[src/rtl/tdc_seq_ctrl.sv]
// tdc_seq_ctrl: power-up / resync sequencer for the external TDC clocks and RSTIDX pulse
module tdc_seq_ctrl #(
    parameter int SETTLE_CYCLES = 1024,
    parameter int RSTIDX_LEN    = 4,
    parameter int CNT_W         = 16
) (
    input  logic        clk,
    input  logic        rstn,
    input  logic        start_i,
    input  logic        stop_i,
    input  logic        resync_i,
    output logic        refclk_en_o,
    output logic        rstidx_o,
    output logic        lclki_en_o,
    output logic        ready_o,
    output logic        busy_o,
    output logic [2:0]  state_o,
    output logic [15:0] resync_cnt_o
);
    typedef enum logic [2:0] {
        IDLE        = 3'd0,
        REF_SETTLE  = 3'd1,
        RSTIDX      = 3'd2,
        LCLK_SETTLE = 3'd3,
        RUN         = 3'd4,
        RESYNC      = 3'd5
    } state_t;
    localparam logic [CNT_W-1:0] SETTLE_LD = CNT_W'(SETTLE_CYCLES - 1);
    localparam logic [CNT_W-1:0] RSTIDX_LD = CNT_W'(RSTIDX_LEN - 1);
    state_t           r_state, w_state_nxt;
    logic [CNT_W-1:0] r_cnt, w_cnt_nxt;
    logic [15:0]      r_resync_cnt;
    logic             r_refclk_en, r_rstidx, r_lclki_en, r_ready, r_busy;
    logic             w_cnt_zero, w_resync_done;
    logic             w_refclk_nxt, w_rstidx_nxt, w_lclki_nxt, w_ready_nxt, w_busy_nxt;
    assign w_cnt_zero = (r_cnt == '0);
    // Next-state and phase counter; stop_i overrides every state, start/resync only act in IDLE/RUN
    always_comb begin
        w_state_nxt   = r_state;
        w_cnt_nxt     = r_cnt;
        w_resync_done = 1'b0;
        if (stop_i) begin
            w_state_nxt = IDLE;
        end else begin
            case (r_state)
                IDLE: if (start_i) begin
                    w_state_nxt = REF_SETTLE;
                    w_cnt_nxt   = SETTLE_LD;
                end
                REF_SETTLE: if (w_cnt_zero) begin
                    w_state_nxt = RSTIDX;
                    w_cnt_nxt   = RSTIDX_LD;
                end else w_cnt_nxt = r_cnt - CNT_W'(1);
                RSTIDX: if (w_cnt_zero) begin
                    w_state_nxt = LCLK_SETTLE;
                    w_cnt_nxt   = SETTLE_LD;
                end else w_cnt_nxt = r_cnt - CNT_W'(1);
                LCLK_SETTLE: if (w_cnt_zero) w_state_nxt = RUN;
                else w_cnt_nxt = r_cnt - CNT_W'(1);
                RUN: if (resync_i) begin
                    w_state_nxt = RESYNC;
                    w_cnt_nxt   = RSTIDX_LD;
                end
                RESYNC: if (w_cnt_zero) begin
                    w_state_nxt   = RUN;
                    w_resync_done = 1'b1;
                end else w_cnt_nxt = r_cnt - CNT_W'(1);
                default: w_state_nxt = IDLE;
            endcase
        end
    end
    // Outputs are decoded from the next state so they register on the same edge as the state
    assign w_refclk_nxt = (w_state_nxt != IDLE);
    assign w_rstidx_nxt = (w_state_nxt == RSTIDX) || (w_state_nxt == RESYNC);
    assign w_lclki_nxt  = (w_state_nxt == LCLK_SETTLE) || (w_state_nxt == RUN) || (w_state_nxt == RESYNC);
    assign w_ready_nxt  = (w_state_nxt == RUN);
    assign w_busy_nxt   = (w_state_nxt != IDLE) && (w_state_nxt != RUN);
    // State, counter, registered outputs and saturating resync counter
    always_ff @(posedge clk or negedge rstn) begin
        if (!rstn) begin
            r_state      <= IDLE;
            r_cnt        <= '0;
            r_refclk_en  <= 1'b0;
            r_rstidx     <= 1'b0;
            r_lclki_en   <= 1'b0;
            r_ready      <= 1'b0;
            r_busy       <= 1'b0;
            r_resync_cnt <= '0;
        end else begin
            r_state     <= w_state_nxt;
            r_cnt       <= w_cnt_nxt;
            r_refclk_en <= w_refclk_nxt;
            r_rstidx    <= w_rstidx_nxt;
            r_lclki_en  <= w_lclki_nxt;
            r_ready     <= w_ready_nxt;
            r_busy      <= w_busy_nxt;
            if (w_resync_done && r_resync_cnt != 16'hFFFF)
                r_resync_cnt <= r_resync_cnt + 16'd1;
        end
    end
    assign refclk_en_o  = r_refclk_en;
    assign rstidx_o     = r_rstidx;
    assign lclki_en_o   = r_lclki_en;
    assign ready_o      = r_ready;
    assign busy_o       = r_busy;
    assign state_o      = r_state;
    assign resync_cnt_o = r_resync_cnt;
endmodule

[config.mk]
export PLATFORM = sky130hd
export DESIGN_NAME = tdc_seq_ctrl
export DESIGN_NICKNAME = d
export VERILOG_FILES = /design/src/rtl/tdc_seq_ctrl.sv
export SDC_FILE = /design/constraint.sdc
export NUM_CORES = 1
export LEC_CHECK = 0
export ABC_AREA = 0
export CORE_ASPECT_RATIO = 0.7
export CORE_MARGIN = 2
export CORE_UTILIZATION = 62
export DETAILED_ROUTE_END_ITERATION = 7
export DONT_BUFFER_PORTS = 1
export GPL_ROUTABILITY_DRIVEN = 0
export PLACE_DENSITY = 0.78
export RECOVER_POWER = 25
export SYNTH_ARGS = -nofsm -noshare
export SYNTH_HDL_FRONTEND = slang
export SYNTH_SLANG_ARGS = --single-unit
[constraint.sdc]
create_clock -name clk -period 3.1 [get_ports clk]
set_input_delay 0 -clock clk [delete_from_list [all_inputs] [get_ports clk]]
set_output_delay 0 -clock clk [all_outputs]
set_load 0.01 [all_outputs]
==> out/qor.yml <==
critical_path:
  worstPathRequired_ps: 3320
  path_max_fanout: 15
  reg2reg_from: "r_cnt[0]"
  cp_slowest_cell: "and4_1"
  start_kind: "flop"
  end_kind: "flop"
  crit_cells: 8
  r2r_cells: 8
  crit_type: "reg -> reg"
  startpoint: "r_cnt[0]"
  worstPathArrival_ps: 2810
  cp_top_family: "simple AND/OR/NAND/NOR gates"
  worstPathCellList: "inv_1 -> ha_1 -> nor4b_2 -> buf_4 -> and4_1 -> nand2_1 -> nor4_1 -> xor2_1"
  critPathMaxStageDelay_ps: 500
  critPathBufInv: 2
clock_network:
  cts_hold_buf: 3
  cts_tree: "yes"
  cts_root_buf: "clkbuf_8"
  cts_setup_buffers: 0
  cts_num_sinks: 40
  cts_buffer_depth: 2
  h-tree-depth: 2
  cts_made_buffers: 5
  clk_latency_ps: 290
  clk_pin_slew_ps: 80
  postCtsResizedCells: 0
cells_and_area:
  n_antenna_cell: 0
  post-route-cell-area_um2: 2435
  final_cell_mix: "40 x dfrtp_1, 24 x a21oi_1, 17 x nand2_1"
  fillers: 283
  nNetsFinal: 248
  layout_commonest_cell: "dfrtp_1"
  syn_to_final_growth_pct: 6.982
  drive_above_1_share: 0.09917
synth:
  yosysTopAreaCell: "dfrtp_1"
  async_reset_ff_frac: 1.000
  synth_warnings: 0
  synth_nets: 246
  ys_ff_latch: 40
  synth_area_leaders: "dfrtp_1 44%, a21oi_1 5.3%, xor2_1 4.6%"
  synth_cells: 239
  synth_top_area_share: 0.4398
  syn_area_um2: 2276
  synth_edf_count: 0
  ys_types: 54
  synth-main-ff-cell: "dfrtp_1"
  yosysSeqAreaShare: 0.4398
  avgSynthCellArea_um2: 9.523
pwr:
  ir_worst_vdd_mv: 0.3542
  p_total_w: 0.001165
  cellPowerDensity_nw_per_um2: 478.6
  p_leak_nw: 1.036
status:
  outcome: "finished with violations"
  violations: "max-capacitance violations, max-slew violations"
global_routing:
  grt-ovfl-total: 0
  first_global_vias: 1659
  grt_max_degree: 41
  antenna_found_initial: 0
  grt_use_total: 0.2591
  grt_pass1_wl_um: 8314
timing:
  finClkSkew_ps: 4.237
  rsz0062_at_grt: "false"
  hold_viol: 0
  setup_viol: 0
  worstMarginPinSlew_ps: 2119
  fin_crit_sh: 0.8365
  fmax_ghz: 0.3856
  final.min_clock_period_ps: 2593
  max_slew_margin: -0.4129
  slew_viol_final: 41
  setup_ws_ps: 506.8
  finalSetupTns_ps: 0
  hold-worst-slack_ps: 33.23
route:
  drc: 0
  drtAntennaViolNets: 0
  dr.first_iter.drc_count: 201
  dr.pass1.iters: 5
  via_count: 1893
  routedWlPerCell_um: 17.92
  routed_wl_um: 5233
  viasPerCell: 6.483
worst_hold_path:
  min_path_cells: 2
  hold_class: "in -> reg"
  hp-start: "stop_i"
floorplanning:
  io_pins: 29
  rows: 18
  die_y_um: 54.69
  dieWidth_um: 76.42
  dieArea_um2: 4179
  start_util: 0.6478
  core-area_um2: 3513
job:
  drv_cap: 1
placement:
  dp_hpwl_um: 3746
  placed_area_um2: 2303
  place_ws_ps: 551.8
  port_buffers: 0
-- synth_stat cells, drive strengths merged, types with 2 or more instances --
cell	instances
mux2	2
and3	2
or4	4
ha	2
nor4	10
xor2	12
a21oi	24
buf	6
o22a	5
nor3	13
and2	2
nor2	13
xnor2	5
nor2b	3
dfrtp	40
o21ai	8
nand3	7
or3	6
o21a	2
a21o	3
nand4	8
or2	2
inv	9
a31oi	2
clkbuf	5
o31ai	4
o2bb2a	2
nand2	17
nand2b	5
-- cells by family after synthesis --
family / synth area share
xor+xnor: 0.06542
simple gates: 0.2485
mux: 0.009895
buf+inv: 0.04013
flops: 0.4398
compound gates: 0.1853
fa+ha+maj: 0.01099
-- metal layers --
layer / vias to the layer above / part of all wire / GRT usage
li1: 890 / - / -
met1: 919 / 0.48 / 0.3913
met2: 79 / 0.43 / 0.3761
met3: 5 / 0.078 / 0.06106
met4: 0 / 0.0048 / 0.06061
met5: - / 0 / 0
-- stage by stage --
stage                     utilization  instances
after floorplan                     -        239
after global placement         0.6556        281
after detailed placement       0.6556        281
after CTS                      0.6977        292
after global routing           0.6930        292
final                          0.6930        292
-- sequential cells by signal (all words and copies together) (netlist names) --
register,count
busy_o,1
r_cnt,16
resync_cnt_o,16
lclki_en_o,1
state_o,3
rstidx_o,1
ready_o,1
refclk_en_o,1
-- layout make-up --
class,count,area [µm²],share of cell area
multi-input cells,179,1184,0.4861
clock buffers,6,72.57,0.02980
inverters,9,33.78,0.01387
flip-flops and latches,40,1001,0.4111
well taps,50,62.56,0.02569
clock inverters,2,35.03,0.01439
repair buffers,6,46.29,0.01901
-- where the power goes --
group	leakage (nW)	internal [W]	switching [W]	total, W
logic	0.459	0.0000571	0.0000704	0.000127
registers	0.522	0.000556	0.0000610	0.000617
clock network	0.0552	0.000239	0.000182	0.000421
-- path summary, 6_finish.rpt --
| kind | to | slack (ps) |
|---|---|---|
| worst max register to register | resync_cnt_o[11] | 510 |
| worst max-delay path | resync_cnt_o[11] | 510 |
| worst min-delay path | r_cnt[10] | 30 |
| worst min register to register | r_cnt[14] | 540 |
| min in group asynchronous | busy_o | 870 |
| max in group asynchronous | r_cnt[3] | 1020 |
No activity file was read; power rests on OpenSTA's default activity.
